### src/rtl/tlatch_sched_pkg.sv
// Purpose : shared types and constants for the T-latch toggle scheduler.
// Latency : n/a (declarations only).
// Backpressure: n/a.
package tlatch_sched_pkg;

  typedef enum logic [1:0] {
    ST_IDLE  = 2'd0,
    ST_PULSE = 2'd1,
    ST_GUARD = 2'd2
  } state_t;

  // Window counter width; PULSE_W and GAP are limited to 15 so 4 bits suffice.
  localparam int CNT_W  = 4;
  localparam int TCNT_W = 16;

  localparam int DEF_NREQ    = 4;
  localparam int DEF_WIDTH   = 8;
  localparam int DEF_PULSE_W = 2;
  localparam int DEF_GAP     = 1;

endpackage

### src/rtl/tlatch_toggle_sched_rr_pick.sv
// Purpose : combinational round-robin pick, search starts at ptr+1 and wraps.
// Latency : 0 cycles (pure combinational).
// Backpressure: none; valid simply reflects any request being present.
// Ports   : req (per-requester request), ptr (last winner),
//           winner (chosen index), valid (some request present).
module rr_pick #(
  parameter int NREQ  = 4,
  parameter int PTR_W = $clog2(NREQ)
) (
  input  logic [NREQ-1:0]  req,
  input  logic [PTR_W-1:0] ptr,
  output logic [PTR_W-1:0] winner,
  output logic             valid
);

  // Two ascending passes: first the indices above ptr, then the wrap-around
  // part 0..ptr. The first hit wins, which gives rotating priority.
  always_comb begin
    winner = '0;
    valid  = 1'b0;
    for (int i = 0; i < NREQ; i++) begin
      if (!valid && req[i] && (i > int'(ptr))) begin
        valid  = 1'b1;
        winner = PTR_W'(i);
      end
    end
    for (int i = 0; i < NREQ; i++) begin
      if (!valid && req[i] && (i <= int'(ptr))) begin
        valid  = 1'b1;
        winner = PTR_W'(i);
      end
    end
  end

endmodule

### src/rtl/tlatch_toggle_sched.sv
// Purpose : round-robin share of one T-latch bank; pulse enable, then guard gap.
// Latency : grant/enable 1 cycle after IDLE sample; q/toggle_cnt PULSE_W cycles later.
// Backpressure: req held by requester until gnt; sampled only in IDLE.
// Ports   : clk, rst (async active-high), req/mask in; gnt (1-cycle one-hot),
//           en_out/t_out (bank drive), q (bank shadow), busy, toggle_cnt out.
module tlatch_toggle_sched
  import tlatch_sched_pkg::*;
#(
  parameter int NREQ    = DEF_NREQ,
  parameter int WIDTH   = DEF_WIDTH,
  parameter int PULSE_W = DEF_PULSE_W,
  parameter int GAP     = DEF_GAP
) (
  input  logic                  clk,
  input  logic                  rst,
  input  logic [NREQ-1:0]       req,
  input  logic [NREQ*WIDTH-1:0] mask,
  output logic [NREQ-1:0]       gnt,
  output logic                  en_out,
  output logic [WIDTH-1:0]      t_out,
  output logic [WIDTH-1:0]      q,
  output logic                  busy,
  output logic [TCNT_W-1:0]     toggle_cnt
);

  localparam int PTR_W = $clog2(NREQ);
  localparam logic [PTR_W-1:0] PTR_RST  = PTR_W'(NREQ - 1);
  localparam logic [CNT_W-1:0] PULSE_LD = CNT_W'(PULSE_W - 1);
  // Guard reload is only used when GAP>0; clamp so GAP=0 never underflows.
  localparam logic [CNT_W-1:0] GAP_LD   = CNT_W'((GAP > 0) ? GAP - 1 : 0);

  state_t             state;
  logic [CNT_W-1:0]   cnt;
  logic [PTR_W-1:0]   ptr;
  logic [PTR_W-1:0]   win_q;
  logic [PTR_W-1:0]   pick_idx;
  logic               pick_vld;
  logic [WIDTH-1:0]   sel_mask;

  rr_pick #(
    .NREQ  (NREQ),
    .PTR_W (PTR_W)
  ) u_rr_pick (
    .req    (req),
    .ptr    (ptr),
    .winner (pick_idx),
    .valid  (pick_vld)
  );

  always_comb begin
    sel_mask = '0;
    for (int i = 0; i < NREQ; i++) begin
      if (pick_idx == PTR_W'(i)) begin
        sel_mask = mask[i*WIDTH +: WIDTH];
      end
    end
  end

  always_ff @(posedge clk or posedge rst) begin
    if (rst) begin
      state      <= ST_IDLE;
      cnt        <= '0;
      ptr        <= PTR_RST;
      win_q      <= '0;
      gnt        <= '0;
      en_out     <= 1'b0;
      t_out      <= '0;
      q          <= '0;
      busy       <= 1'b0;
      toggle_cnt <= '0;
    end else begin
      gnt <= '0;
      case (state)
        ST_IDLE: begin
          if (pick_vld) begin
            gnt    <= NREQ'(1) << pick_idx;
            t_out  <= sel_mask;
            en_out <= 1'b1;
            cnt    <= PULSE_LD;
            win_q  <= pick_idx;
            busy   <= 1'b1;
            state  <= ST_PULSE;
          end
        end
        ST_PULSE: begin
          if (cnt == '0) begin
            // Window closes: commit the toggle to the shadow and advance ptr.
            en_out     <= 1'b0;
            q          <= q ^ t_out;
            toggle_cnt <= toggle_cnt + TCNT_W'(1);
            ptr        <= win_q;
            if (GAP > 0) begin
              cnt   <= GAP_LD;
              state <= ST_GUARD;
            end else begin
              t_out <= '0;
              busy  <= 1'b0;
              state <= ST_IDLE;
            end
          end else begin
            cnt <= cnt - CNT_W'(1);
          end
        end
        ST_GUARD: begin
          // t_out is held through the guard so it never moves near an enable.
          if (cnt == '0) begin
            t_out <= '0;
            busy  <= 1'b0;
            state <= ST_IDLE;
          end else begin
            cnt <= cnt - CNT_W'(1);
          end
        end
        default: begin
          state  <= ST_IDLE;
          en_out <= 1'b0;
          t_out  <= '0;
          busy   <= 1'b0;
        end
      endcase
    end
  end

endmodule

### config.mk
export PLATFORM = sky130hd
export DESIGN_NAME = tlatch_toggle_sched
export DESIGN_NICKNAME = d
export VERILOG_FILES = /design/src/rtl/tlatch_sched_pkg.sv /design/src/rtl/tlatch_toggle_sched_rr_pick.sv /design/src/rtl/tlatch_toggle_sched.sv
export SDC_FILE = /design/constraint.sdc
export NUM_CORES = 1
export LEC_CHECK = 0
export ABC_AREA = 0
export BUFFER_PORTS_ARGS = -buffer_cell sky130_fd_sc_hd__buf_2
export CORE_ASPECT_RATIO = 1.1
export CORE_MARGIN = 10
export CORE_UTILIZATION = 40
export CTS_CLUSTER_SIZE = 20
export DETAILED_ROUTE_END_ITERATION = 12
export PLACE_DENSITY = 0.77
export SLEW_MARGIN = 40
export SYNTH_ARGS = -nofsm -noshare
export SYNTH_HDL_FRONTEND = slang
export SYNTH_HIERARCHICAL = 1
export SYNTH_SLANG_ARGS = --single-unit
### constraint.sdc
create_clock -name clk -period 5.6 [get_ports clk]
set_clock_uncertainty 0.1 [all_clocks]
set_input_delay 0.84 -clock clk [delete_from_list [all_inputs] [get_ports clk]]
set_output_delay 0.84 -clock clk [all_outputs]
set_load 0.1 [all_outputs]
==> summary.txt <==
Status: completed
Hold_buf cts: 0
Initial Util: 41.5%
Compound-cell area share of the yosys netlist: 11.0%
Type of element capturing the critical path: register
Simple-gate share of the synthesized area: 15.5%
Final hold vios: 0
Clock edge transition at the registers on the reported setup and hold paths: 0.09 ns
Post-synth net total: 265
Async set-reset flop share out of synthesis: 100%
Max clock buf depth: 2
Number of synthesized flops with an enable pin: 0
Core area: 5840 sq um
HPWL after DPL: 4380 um
Rel. slew slack: 60.8%
Sequential share of the synthesized area: 49.7%
F_max: 0.421 GHz
Ant diodes: 0
Syn Inst Count: 221
Rows: 29
Postcts setup bufs: 0
Drt total wl: 5630 um
Vias in the first global route: 1957
Count of different cell masters after synthesis: 44
Fillers: 530
Clk sink count: 48
GRT overflow: 0
WL per Instance: 15.0 um
Gr usage total: 11.9%
# nets final: 340
Initial DRC Count: 96
First-pass GRT wire length: 9360 um
WP buf/inv: 2
Worst-Margin Slew: 0.588 ns
Cell family with the largest share of critical-path delay: compound AO/OA/AOI/OAI gates
Largest net degree at the start of global routing: 49
GP Congestion: 0.837
Post-Synthesis Cell Area: 2420 sq um
Syn avg cell area: 11.0 sq um
Critical path arrival: 2.44 ns
Die area: 9570 sq um
Setup TNS: 0 ns
Most numerous cell in the Yosys netlist: dfrtp_1
Critical-path maximum fanout: 6
Worst setup SP type: input pin
PortBufs: 75
Top cells by count, synth: dfrtp_1, nand2_1, xnor2_1, a21oi_1, o21ai_0
Worst path cell trace: buf_2 > nor2b_1 > a21oi_1 > o221ai_2 > buf_6 > mux4_2 > nand2_1 > o21ai_1
Delay of the slowest critical-path stage: 0.49 ns
TritonRoute pass-1 iters: 4
Final worst path period share: 42.5%
Slowest-stage cell, CP: mux4_2
DR vias: 1928
Initial antenna violation count: 0
Top post-synthesis cells by area: dfrtp_1, mux4_2, xnor2_1, nand2_1, ha_1
TritonCTS clock tree: built
I/O pin cnt: 76
Ys Warns: 6
Post-synthesis mux area share: 9.25%
Worst-skew pair later-pin latency: 0.30 ns
CP Data Required Time: 5.66 ns
Main combinational cell family by area after synthesis: simple AND/OR/NAND/NOR gates
Final setup viols: 0
Cts repair resizes: 0
Synthesized flop and latch total: 48
Slew Viols, Final: 0
H-tree depth: 2
Cell taking the most area after synthesis: dfrtp_1
Post-synth top area share: 47.5%
TritonCTS buffer count: 5
Tightest Hold Check Type: reg2reg
Fin crit period: 2.38 ns
DR DRC count: 0
Area Overhead vs Synth: 22.5%
Share of layout cells above drive strength 1: 35.7%
Max-cap violations: 0
Top FF cell, synth: dfrtp_1
Die height: 102 um
RSZ-0062 raised after global routing: false
Post-DR vias/cell: 5.16
Register area: 1200 sq um
R2R Setup Slk: 3.34 ns
Post-Synth XOR/XNOR Area: 8.32%
Multi-input logic area: 1150 sq um
Adder-Cell Fraction of Synth Area: 3.10%
Final ANT Viol Nets: 0
Clock root buffer: clkbuf_8
Critical path class: in2reg
Die Width: 94.2 um
==> layout make-up <==
| class | count | share of cell area (%) |
|---|---|---|
| clock buffer | 7 | 2.91 |
| clock inverter | 1 | 0.295 |
| inverter | 9 | 1.22 |
| multi-input combinational | 156 | 38.7 |
| sequential | 48 | 40.6 |
| tap | 77 | 3.25 |
| timing repair buffer | 76 | 13.0 |
==> layout by cell type (no fill, tap or decap), types with 2 or more instances in the layout <==
cell,instances
buf_2,75
dfrtp_1,46
nand2_1,27
xnor2_1,18
o21ai_0,14
a21oi_1,13
nor2_1,9
inv_1,8
mux4_2,8
o21ai_1,8
nand3_1,7
ha_1,6
clkbuf_8,6
xor2_1,5
mux2_2,3
nor3_1,3
nand2b_1,3
nand4_1,2
and3_1,2
and4_1,2
nor2b_1,2
nor4_1,2
dfstp_2,2
==> kinds of logic (layout without fill, tap and decap cells) <==
logic type / count (synthesis) / in the layout
adders and majority gates: 6 / 6
xor gates and xnor gates: 23 / 23
muxes: 12 / 12
buffers and inverters: 17 / 93
and+or+nand+nor: 70 / 70
AOI/OAI and AO/OA: 45 / 45
DFF: 48 / 48
==> worst paths after layout <==
kind	end	depth (start not counted)	startpoint
worst max-delay path	t_out[4]$_DFFE_PP0P_	8	req[3]
worst min-delay path	toggle_cnt[15]$_DFFE_PP0P_	1	toggle_cnt[15]$_DFFE_PP0P_
worst max register to register	t_out[4]$_DFFE_PP0P_	7	ptr[1]$_DFFE_PP1P_
worst min register to register	toggle_cnt[15]$_DFFE_PP0P_	1	toggle_cnt[15]$_DFFE_PP0P_
max in group asynchronous	cnt[1]$_DFFE_PP0P_	2	rst
min in group asynchronous	toggle_cnt[15]$_DFFE_PP0P_	2	rst
==> per-stage QoR <==
stage | setup slack [ns] | cells | area (sq um) | utilization [%] | hold slack [ns]
2_1_floorplan | 3.22 | 221 | 2420 | - | 0.341
3_3_place_gp | 2.85 | 365 | 2850 | 48.8 | 0.352
3_5_place_dp | 2.78 | 365 | 2860 | 48.9 | 0.358
4_1_cts | 3.10 | 373 | 2950 | 50.6 | 0.373
5_1_grt | 3.13 | 374 | 2970 | 50.8 | 0.387
6_report | 3.22 | 374 | 2970 | 50.8 | 0.367
==> registers in the layout (all words and copies together), names as in the netlist <==
register,flops
ptr,2
en_out,1
busy,1
cnt,4
t_out,8
toggle_cnt,16
gnt,4
win_q,2
q,8
state,2
==> metal layers <==
layer  share of wire, %  track usage [%]
met1                 43             14.7
met2                 46             18.6
met3                 10             5.18
met4                1.0             2.81
met5                  0                0
Power is left out: the tool's default activity adds up to more than one toggle a clock period on the data nets, which glitch-free logic cannot reach.
